[src/rtl/profile_counter_pkg.sv]
// Shared definitions for the profile counter bank.
// Contents: command opcodes, per-channel FSM state encoding, and the
// channel-index width helper ch_w(n) = max(1, $clog2(n)).
package profile_counter_pkg;

  localparam logic [1:0] OP_START    = 2'b00;
  localparam logic [1:0] OP_STOP     = 2'b01;
  localparam logic [1:0] OP_CLEAR    = 2'b10;
  localparam logic [1:0] OP_SNAPSHOT = 2'b11;

  typedef enum logic {
    ST_STOPPED = 1'b0,
    ST_RUNNING = 1'b1
  } chan_state_e;

  function automatic int unsigned ch_w(input int unsigned n);
    if (n <= 2) return 1;
    return $clog2(n);
  endfunction

endpackage

[src/rtl/profile_channel.sv]
// One profiling channel: STOPPED/RUNNING FSM, up/down counter with bound
// detection, sticky overflow flag and snapshot shadow registers.
// Ports:
//   clk_i, rst_i        clock, synchronous active-high reset
//   event_i, dir_i      count strobe and direction (1 = up)
//   start_i, stop_i     decoded START/STOP for this channel
//   clear_i             decoded CLEAR for this channel
//   snap_i              global SNAPSHOT strobe
//   running_o           1 while RUNNING
//   overflow_o          live sticky overflow flag
//   shadow_o            captured count
//   shadow_ovf_o        captured overflow flag
module profile_channel
  import profile_counter_pkg::*;
#(
  parameter int unsigned WIDTH    = 32,
  parameter bit          SATURATE = 1'b0
) (
  input  logic             clk_i,
  input  logic             rst_i,
  input  logic             event_i,
  input  logic             dir_i,
  input  logic             start_i,
  input  logic             stop_i,
  input  logic             clear_i,
  input  logic             snap_i,
  output logic             running_o,
  output logic             overflow_o,
  output logic [WIDTH-1:0] shadow_o,
  output logic             shadow_ovf_o
);

  localparam logic [WIDTH-1:0] ONE = {{(WIDTH-1){1'b0}}, 1'b1};

  chan_state_e      state_q, state_d;
  logic [WIDTH-1:0] count_q, count_d;
  logic             ovf_q, ovf_d;
  logic [WIDTH-1:0] shadow_q;
  logic             shadow_ovf_q;

  always_comb begin
    state_d = state_q;
    unique case (state_q)
      ST_STOPPED: if (start_i) state_d = ST_RUNNING;
      ST_RUNNING: if (stop_i)  state_d = ST_STOPPED;
      default:    state_d = ST_STOPPED;
    endcase
  end

  // Counting looks at the pre-edge state, so an event alongside STOP is
  // counted and one alongside START is not.
  always_comb begin
    count_d = count_q;
    ovf_d   = ovf_q;
    if (clear_i) begin
      count_d = '0;
      ovf_d   = 1'b0;
    end else if (state_q == ST_RUNNING && event_i) begin
      if (dir_i) begin
        if (count_q == '1) begin
          ovf_d   = 1'b1;
          count_d = SATURATE ? count_q : '0;
        end else begin
          count_d = count_q + ONE;
        end
      end else begin
        if (count_q == '0) begin
          ovf_d   = 1'b1;
          count_d = SATURATE ? count_q : '1;
        end else begin
          count_d = count_q - ONE;
        end
      end
    end
  end

  always_ff @(posedge clk_i) begin
    if (rst_i) begin
      state_q      <= ST_STOPPED;
      count_q      <= '0;
      ovf_q        <= 1'b0;
      shadow_q     <= '0;
      shadow_ovf_q <= 1'b0;
    end else begin
      state_q <= state_d;
      count_q <= count_d;
      ovf_q   <= ovf_d;
      if (snap_i) begin
        shadow_q     <= count_q;
        shadow_ovf_q <= ovf_q;
      end
    end
  end

  assign running_o    = (state_q == ST_RUNNING);
  assign overflow_o   = ovf_q;
  assign shadow_o     = shadow_q;
  assign shadow_ovf_o = shadow_ovf_q;

endmodule

[src/rtl/profile_counter_bank.sv]
// Bank of CHANNELS up/down profiling counters with one command port,
// a global snapshot into shadow registers, and a 1-cycle shadow read port.
// Optional feature macro: PROFILE_COUNTER_IRQ_EN (adds irqMask register,
// loaded by cmdOp=11 with cmdChannel all-ones; irq = |(overflow & mask)).
// Ports:
//   clock_i, reset_i          clock, synchronous active-high reset
//   event_i, direction_i      per-channel count strobe / direction
//   cmdValid_i, cmdOp_i       command strobe and opcode
//   cmdChannel_i              command target channel
//   readReq_i, readChannel_i  shadow read request and index
//   readValid_o, readData_o   read response (1 cycle after request)
//   readOverflow_o            shadow overflow flag of the read channel
//   running_o                 per-channel RUNNING status
//   irq_o                     overflow interrupt (0 when feature absent)
module profile_counter_bank
  import profile_counter_pkg::*;
#(
  parameter  int unsigned WIDTH    = 32,
  parameter  int unsigned CHANNELS = 4,
  parameter  bit          SATURATE = 1'b0,
  localparam int unsigned CH_W     = ch_w(CHANNELS)
) (
  input  logic                clock_i,
  input  logic                reset_i,
  input  logic [CHANNELS-1:0] event_i,
  input  logic [CHANNELS-1:0] direction_i,
  input  logic                cmdValid_i,
  input  logic [1:0]          cmdOp_i,
  input  logic [CH_W-1:0]     cmdChannel_i,
  input  logic                readReq_i,
  input  logic [CH_W-1:0]     readChannel_i,
  output logic                readValid_o,
  output logic [WIDTH-1:0]    readData_o,
  output logic                readOverflow_o,
  output logic [CHANNELS-1:0] running_o,
  output logic                irq_o
);

  logic [CHANNELS-1:0] sel;
  logic [CHANNELS-1:0] start_v, stop_v, clear_v;
  logic                snap;
  logic [CHANNELS-1:0] ovf_v;
  logic [CHANNELS-1:0] shadow_ovf;
  logic [WIDTH-1:0]    shadow [CHANNELS];

  // One-hot channel select; an out-of-range index matches nothing and is
  // therefore ignored without a separate range check.
  always_comb begin
    sel = '0;
    for (int unsigned i = 0; i < CHANNELS; i++) begin
      if (cmdChannel_i == i[CH_W-1:0]) sel[i] = 1'b1;
    end
  end

  always_comb begin
    start_v = '0;
    stop_v  = '0;
    clear_v = '0;
    if (cmdValid_i) begin
      unique case (cmdOp_i)
        OP_START: start_v = sel;
        OP_STOP:  stop_v  = sel;
        OP_CLEAR: clear_v = sel;
        default:  ;
      endcase
    end
  end

`ifdef PROFILE_COUNTER_IRQ_EN
  logic [CHANNELS-1:0] mask_q;
  logic                irq_q;
  logic                mask_wr;

  assign mask_wr = cmdValid_i && (cmdOp_i == OP_SNAPSHOT) && (cmdChannel_i == '1);
  assign snap    = cmdValid_i && (cmdOp_i == OP_SNAPSHOT) && (cmdChannel_i != '1);

  always_ff @(posedge clock_i) begin
    if (reset_i) begin
      mask_q <= '0;
      irq_q  <= 1'b0;
    end else begin
      if (mask_wr) mask_q <= event_i;
      irq_q <= |(ovf_v & mask_q);
    end
  end

  assign irq_o = irq_q;
`else
  logic unused_ovf;

  assign snap       = cmdValid_i && (cmdOp_i == OP_SNAPSHOT);
  assign unused_ovf = ^ovf_v;
  assign irq_o      = 1'b0;
`endif

  for (genvar g = 0; g < CHANNELS; g++) begin : g_chan
    profile_channel #(
      .WIDTH   (WIDTH),
      .SATURATE(SATURATE)
    ) u_chan (
      .clk_i       (clock_i),
      .rst_i       (reset_i),
      .event_i     (event_i[g]),
      .dir_i       (direction_i[g]),
      .start_i     (start_v[g]),
      .stop_i      (stop_v[g]),
      .clear_i     (clear_v[g]),
      .snap_i      (snap),
      .running_o   (running_o[g]),
      .overflow_o  (ovf_v[g]),
      .shadow_o    (shadow[g]),
      .shadow_ovf_o(shadow_ovf[g])
    );
  end

  logic [WIDTH-1:0] rd_data_d;
  logic             rd_ovf_d;
  logic [WIDTH-1:0] rd_data_q;
  logic             rd_ovf_q;
  logic             rd_valid_q;

  always_comb begin
    rd_data_d = '0;
    rd_ovf_d  = 1'b0;
    for (int unsigned i = 0; i < CHANNELS; i++) begin
      if (readChannel_i == i[CH_W-1:0]) begin
        rd_data_d = shadow[i];
        rd_ovf_d  = shadow_ovf[i];
      end
    end
  end

  always_ff @(posedge clock_i) begin
    if (reset_i) begin
      rd_valid_q <= 1'b0;
      rd_data_q  <= '0;
      rd_ovf_q   <= 1'b0;
    end else begin
      rd_valid_q <= readReq_i;
      if (readReq_i) begin
        rd_data_q <= rd_data_d;
        rd_ovf_q  <= rd_ovf_d;
      end
    end
  end

  assign readValid_o    = rd_valid_q;
  assign readData_o     = rd_data_q;
  assign readOverflow_o = rd_ovf_q;

endmodule

[config.mk]
export PLATFORM = sky130hd
export DESIGN_NAME = profile_counter_bank
export DESIGN_NICKNAME = d
export VERILOG_FILES = /design/src/rtl/profile_counter_pkg.sv /design/src/rtl/profile_channel.sv /design/src/rtl/profile_counter_bank.sv
export SDC_FILE = /design/constraint.sdc
export NUM_CORES = 1
export LEC_CHECK = 0
export ABC_AREA = 1
export CAP_MARGIN = 25
export CELL_PAD_IN_SITES_DETAIL_PLACEMENT = 1
export CELL_PAD_IN_SITES_GLOBAL_PLACEMENT = 1
export CORE_MARGIN = 1.5
export CORE_UTILIZATION = 50
export CTS_BUF_LIST = sky130_fd_sc_hd__clkbuf_8
export DETAILED_ROUTE_END_ITERATION = 16
export DONT_BUFFER_PORTS = 1
export PLACE_DENSITY = 0.89
export SLEW_MARGIN = 20
export SYNTH_ARGS = -nofsm -noshare
export SYNTH_HDL_FRONTEND = slang
export SYNTH_SLANG_ARGS = --single-unit
[constraint.sdc]
create_clock -name clock_i -period 3.63 [get_ports clock_i]
set_input_delay 0.726 -clock clock_i [delete_from_list [all_inputs] [get_ports clock_i]]
set_output_delay 0.726 -clock clock_i [all_outputs]
set_load 0.01 [all_outputs]
==> run summary <==
==================================================================================
Final HPWL DP                                                            59,100 µm
Final routed wirelength across all metal layers                          81,300 µm
Internal power                                                           0.00629 W
Clock transition at the registers of the reported paths                    0.07 ns
Clock buffer count from CTS                                                     54
Final clock period utilization by the worst path                             63.8%
CTS tree                                                                      done
Full die area                                                           42,900 µm²
Clock latency at the later pin of the worst-skew pair                      0.67 ns
Worst setup timing slack at the placement stage                           0.838 ns
Peak supply drop                                                          0.259 mV
Main synth FF type                                                         dfxtp_1
Fin util                                                                     53.8%
DRC violation count after routing                                                0
Vias in the first global route                                              23,800
Fraction of power consumed by sequential logic                               38.9%
Die outline width                                                           207 µm
Total of flip-flops plus latches after synthesis                               302
Initial standard-cell utilization of the core                                50.9%
Number of levels in the clock H-tree                                             2
Vias per cell                                                                 5.91
Synthesized cell area                                                   20,800 µm²
Type of destination of the critical path                                  register
CP peak stage delay                                                        0.61 ns
Count of cells resized by post-cts repair                                        0
Number of clock sinks                                                          302
Combinational share of power                                                 19.1%
# port buffers                                                                   0
Largest family of logic cells by synthesized area                     simple AND/OR/NAND/NOR gates
Area share of fa/ha/maj cells after synthesis                               0.721%
Footprint of the flip-flops and latches                                   6050 µm²
Worst min path class                                                  input pin to register
Total Negative Setup Slacks                                                   0 ns
Area fraction in compound gates after synthesis                              16.7%
Depth of the worst register-to-register path                                     9
Required arrival time at the worst endpoint                                4.18 ns
First-iteration detailed-routing DRC count                                   1,764
Critical path startpoint category                                         register
Global route total overflow                                                      0
DR WL/cell                                                                 20.5 µm
Count of filler cells inserted in the layout                                 5,874
Area of the core region                                                 40,900 µm²
Fin. Hold Viols                                                                  0
Share of async-settable or async-resettable flops after synthesis               0%
Run status                                                            complete, no violations
CTS max path bufs                                                                3
Post-CTS setup buffer count                                                      0
Worst clock skew                                                         0.0165 ns
Maximum capacitance violations                                                   0
Crit path buffers/inverters                                                      4
Cell taking the most area after synthesis                                  dfxtp_1
LEAKAGE                                                                    9.95 nW
Hold-fix buffers, CTS                                                            0
Cell count along the critical path                                               9
Worst-path maximum fanout                                                       27
Switching Power                                                          0.00304 W
Max stage delay cell, worst path                                           dfxtp_1
Tot Pwr                                                                  0.00933 W
Proportion of power drawn by the clock network                               41.9%
Cell at the root of the clock tree                                        clkbuf_8
Number of enable-type register cells in the synthesized netlist                  0
Yosys warning count                                                              0
Pwr dens                                                                424 nW/µm²
Number of nets with antenna violations after detailed routing                    0
Gr usage total                                                               36.9%
Global-route wire length before repair                                  128,000 µm
Maximum number of pins on one net before global-route repair                   141
Remaining max-slew budget at the tightest pin                                30.1%
Antenna violations before repair                                                 8
Mean instance size in the synthesized netlist                             5.92 µm²
Layout overhead on the synthesized area                                      5.79%
Share of final-layout standard cells stronger than drive strength 1          6.51%
Mux contribution to synthesized area                                            0%
Final setup violation count                                                      0
WHS Path Cells                                                                   1
Min cycle time layout                                                      2.32 ns
Part of the Yosys area used for sequential elements                          29.0%
RSZ-0062 raised after global routing                                         false
Final critical-path setup slack                                            1.31 ns
Category of the critical setup timing path                            register to register
Count of standard-cell rows                                                     74
Synth Instances                                                              3,517
Placer Congestion                                                            0.969
Worst path arrival time                                                    2.87 ns
Number of nets in the final layout                                           3,429
Cell variety after synth                                                        40
Fraction of power spent switching nets                                       32.6%
Post-synth top area share                                                    29.0%
Cell-by-cell trace of the critical path                               nand2_1 -> buf_4 -> clkinv_1 -> buf_4 -> nand2_2 -> inv_2 -> nand2_1 -> nor2_1 -> nor2_1
Total I/O pin count                                                             57
Top post-synthesis cells by count                                     nand2_1 (879), inv_1 (452), nor2_1 (443)
Cell types occupying the most area after synthesis                    dfxtp_1 (29%), nand2_1 (16%), inv_1 (8.1%), nor2_1 (8.0%), nand3_1 (7.7%)
Via count                                                                   23,500
Chip Height                                                                 207 µm
Family of cells with the greatest summed delay on the critical path   buffers and inverters
Xor/xnor cell area share of the yosys netlist                                3.41%
Total iterations of the first detailed-routing run                               5
Count leader, synth                                                        nand2_1
Area fraction in and, or, nand and nor cells after synthesis                 36.9%
Multi-input gate area in the final layout                               12,000 µm²
Max Clock Freq                                                             432 MHz
Final slew viol count                                                            0
Synthesized net count                                                        3,547
Transition at the pin with the smallest max-transition slack               1.05 ns
==================================================================================
-- cell families (layout without fill, tap and decap cells) --
kind of cell,count (synthesis),after routing
AND/OR/NAND/NOR,1792,1792
other,1,2
adder cells (fa/ha/maj),12,12
AO/OA/AOI/OAI,661,661
XOR/XNOR,81,81
buffers and inverters,668,594
flip-flops,302,302
-- power by group through the flow --
stage | registers, W | logic [W] | clock network, W
detailed placement | 0.00370 | 0.00173 | 0
global placement | 0.00369 | 0.00164 | 0
global route | 0.00364 | 0.00199 | 0.00408
finish | 0.00363 | 0.00178 | 0.00391
floorplan | 0.00358 | 0.00136 | 0
CTS | 0.00363 | 0.00175 | 0.00393
-- stage by stage --
step	instance area (µm²)	hold slack (ns)	cells
global route	22000	0.115	3976
detailed placement	20700	0.437	3874
finish	22000	0.123	3976
global placement	20700	0.432	3874
CTS	22000	0.0947	3974
floorplan	20800	0.424	3517
-- registers in the layout, indices dropped and copies added, names as in the netlist --
signal / flops
g_chan.u_chan.running_o: 4
g_chan.u_chan.shadow_o: 128
g_chan.u_chan.overflow_o: 4
readData_o: 32
g_chan.u_chan.count_q: 128
readOverflow_o: 1
g_chan.u_chan.shadow_ovf_o: 4
readValid_o: 1
-- layer usage --
layer	GRT usage [%]	routed length, µm
met4	17.3	3550
met3	8.13	6830
met5	0.111	121
met1	45.5	33200
met2	60.9	37700
-- placed cells by master, fill, tap and decap left out, types with 6 or more instances in the layout --
cell type	n
nor3_1	17
nand3_1	321
nor2_2	30
clkbuf_8	70
o211ai_1	6
xor2_1	71
ha_1	12
o21ai_1	8
inv_1	462
o21ai_0	263
nand2_1	879
o22ai_1	34
inv_2	14
dfxtp_1	302
a221oi_1	10
nand3_2	15
nor2_1	442
nand2_2	21
nor2_4	16
nand4_1	30
clkinv_2	10
xnor2_1	10
a21oi_1	300
bufinv_16	8
buf_4	20
a31oi_1	34
-- final timing paths --
check        slack [ns]                          from                      endpoint
min reg2reg        0.45  g_chan[3].u_chan.shadow_o[9]  g_chan[3].u_chan.shadow_o[9]
min                0.12                       reset_i                   readValid_o
max reg2reg        1.31    g_chan[2].u_chan.running_o  g_chan[2].u_chan.count_q[15]
max                1.31    g_chan[2].u_chan.running_o  g_chan[2].u_chan.count_q[15]
-- area by class of cell --
cell class                      count  share of cell area [%]
Multi-Input combinational cell   2547                    54.7
Timing Repair Buffer               23                   0.914
Tap cell                          532                    3.02
Clock inverter                     30                    1.54
Sequential cell                   302                    27.4
Antenna cell                        1                  0.0114
Inverter                          471                    8.04
Clock buffer                       70                    4.37
Note: power is estimated with default switching activity, not from simulation.
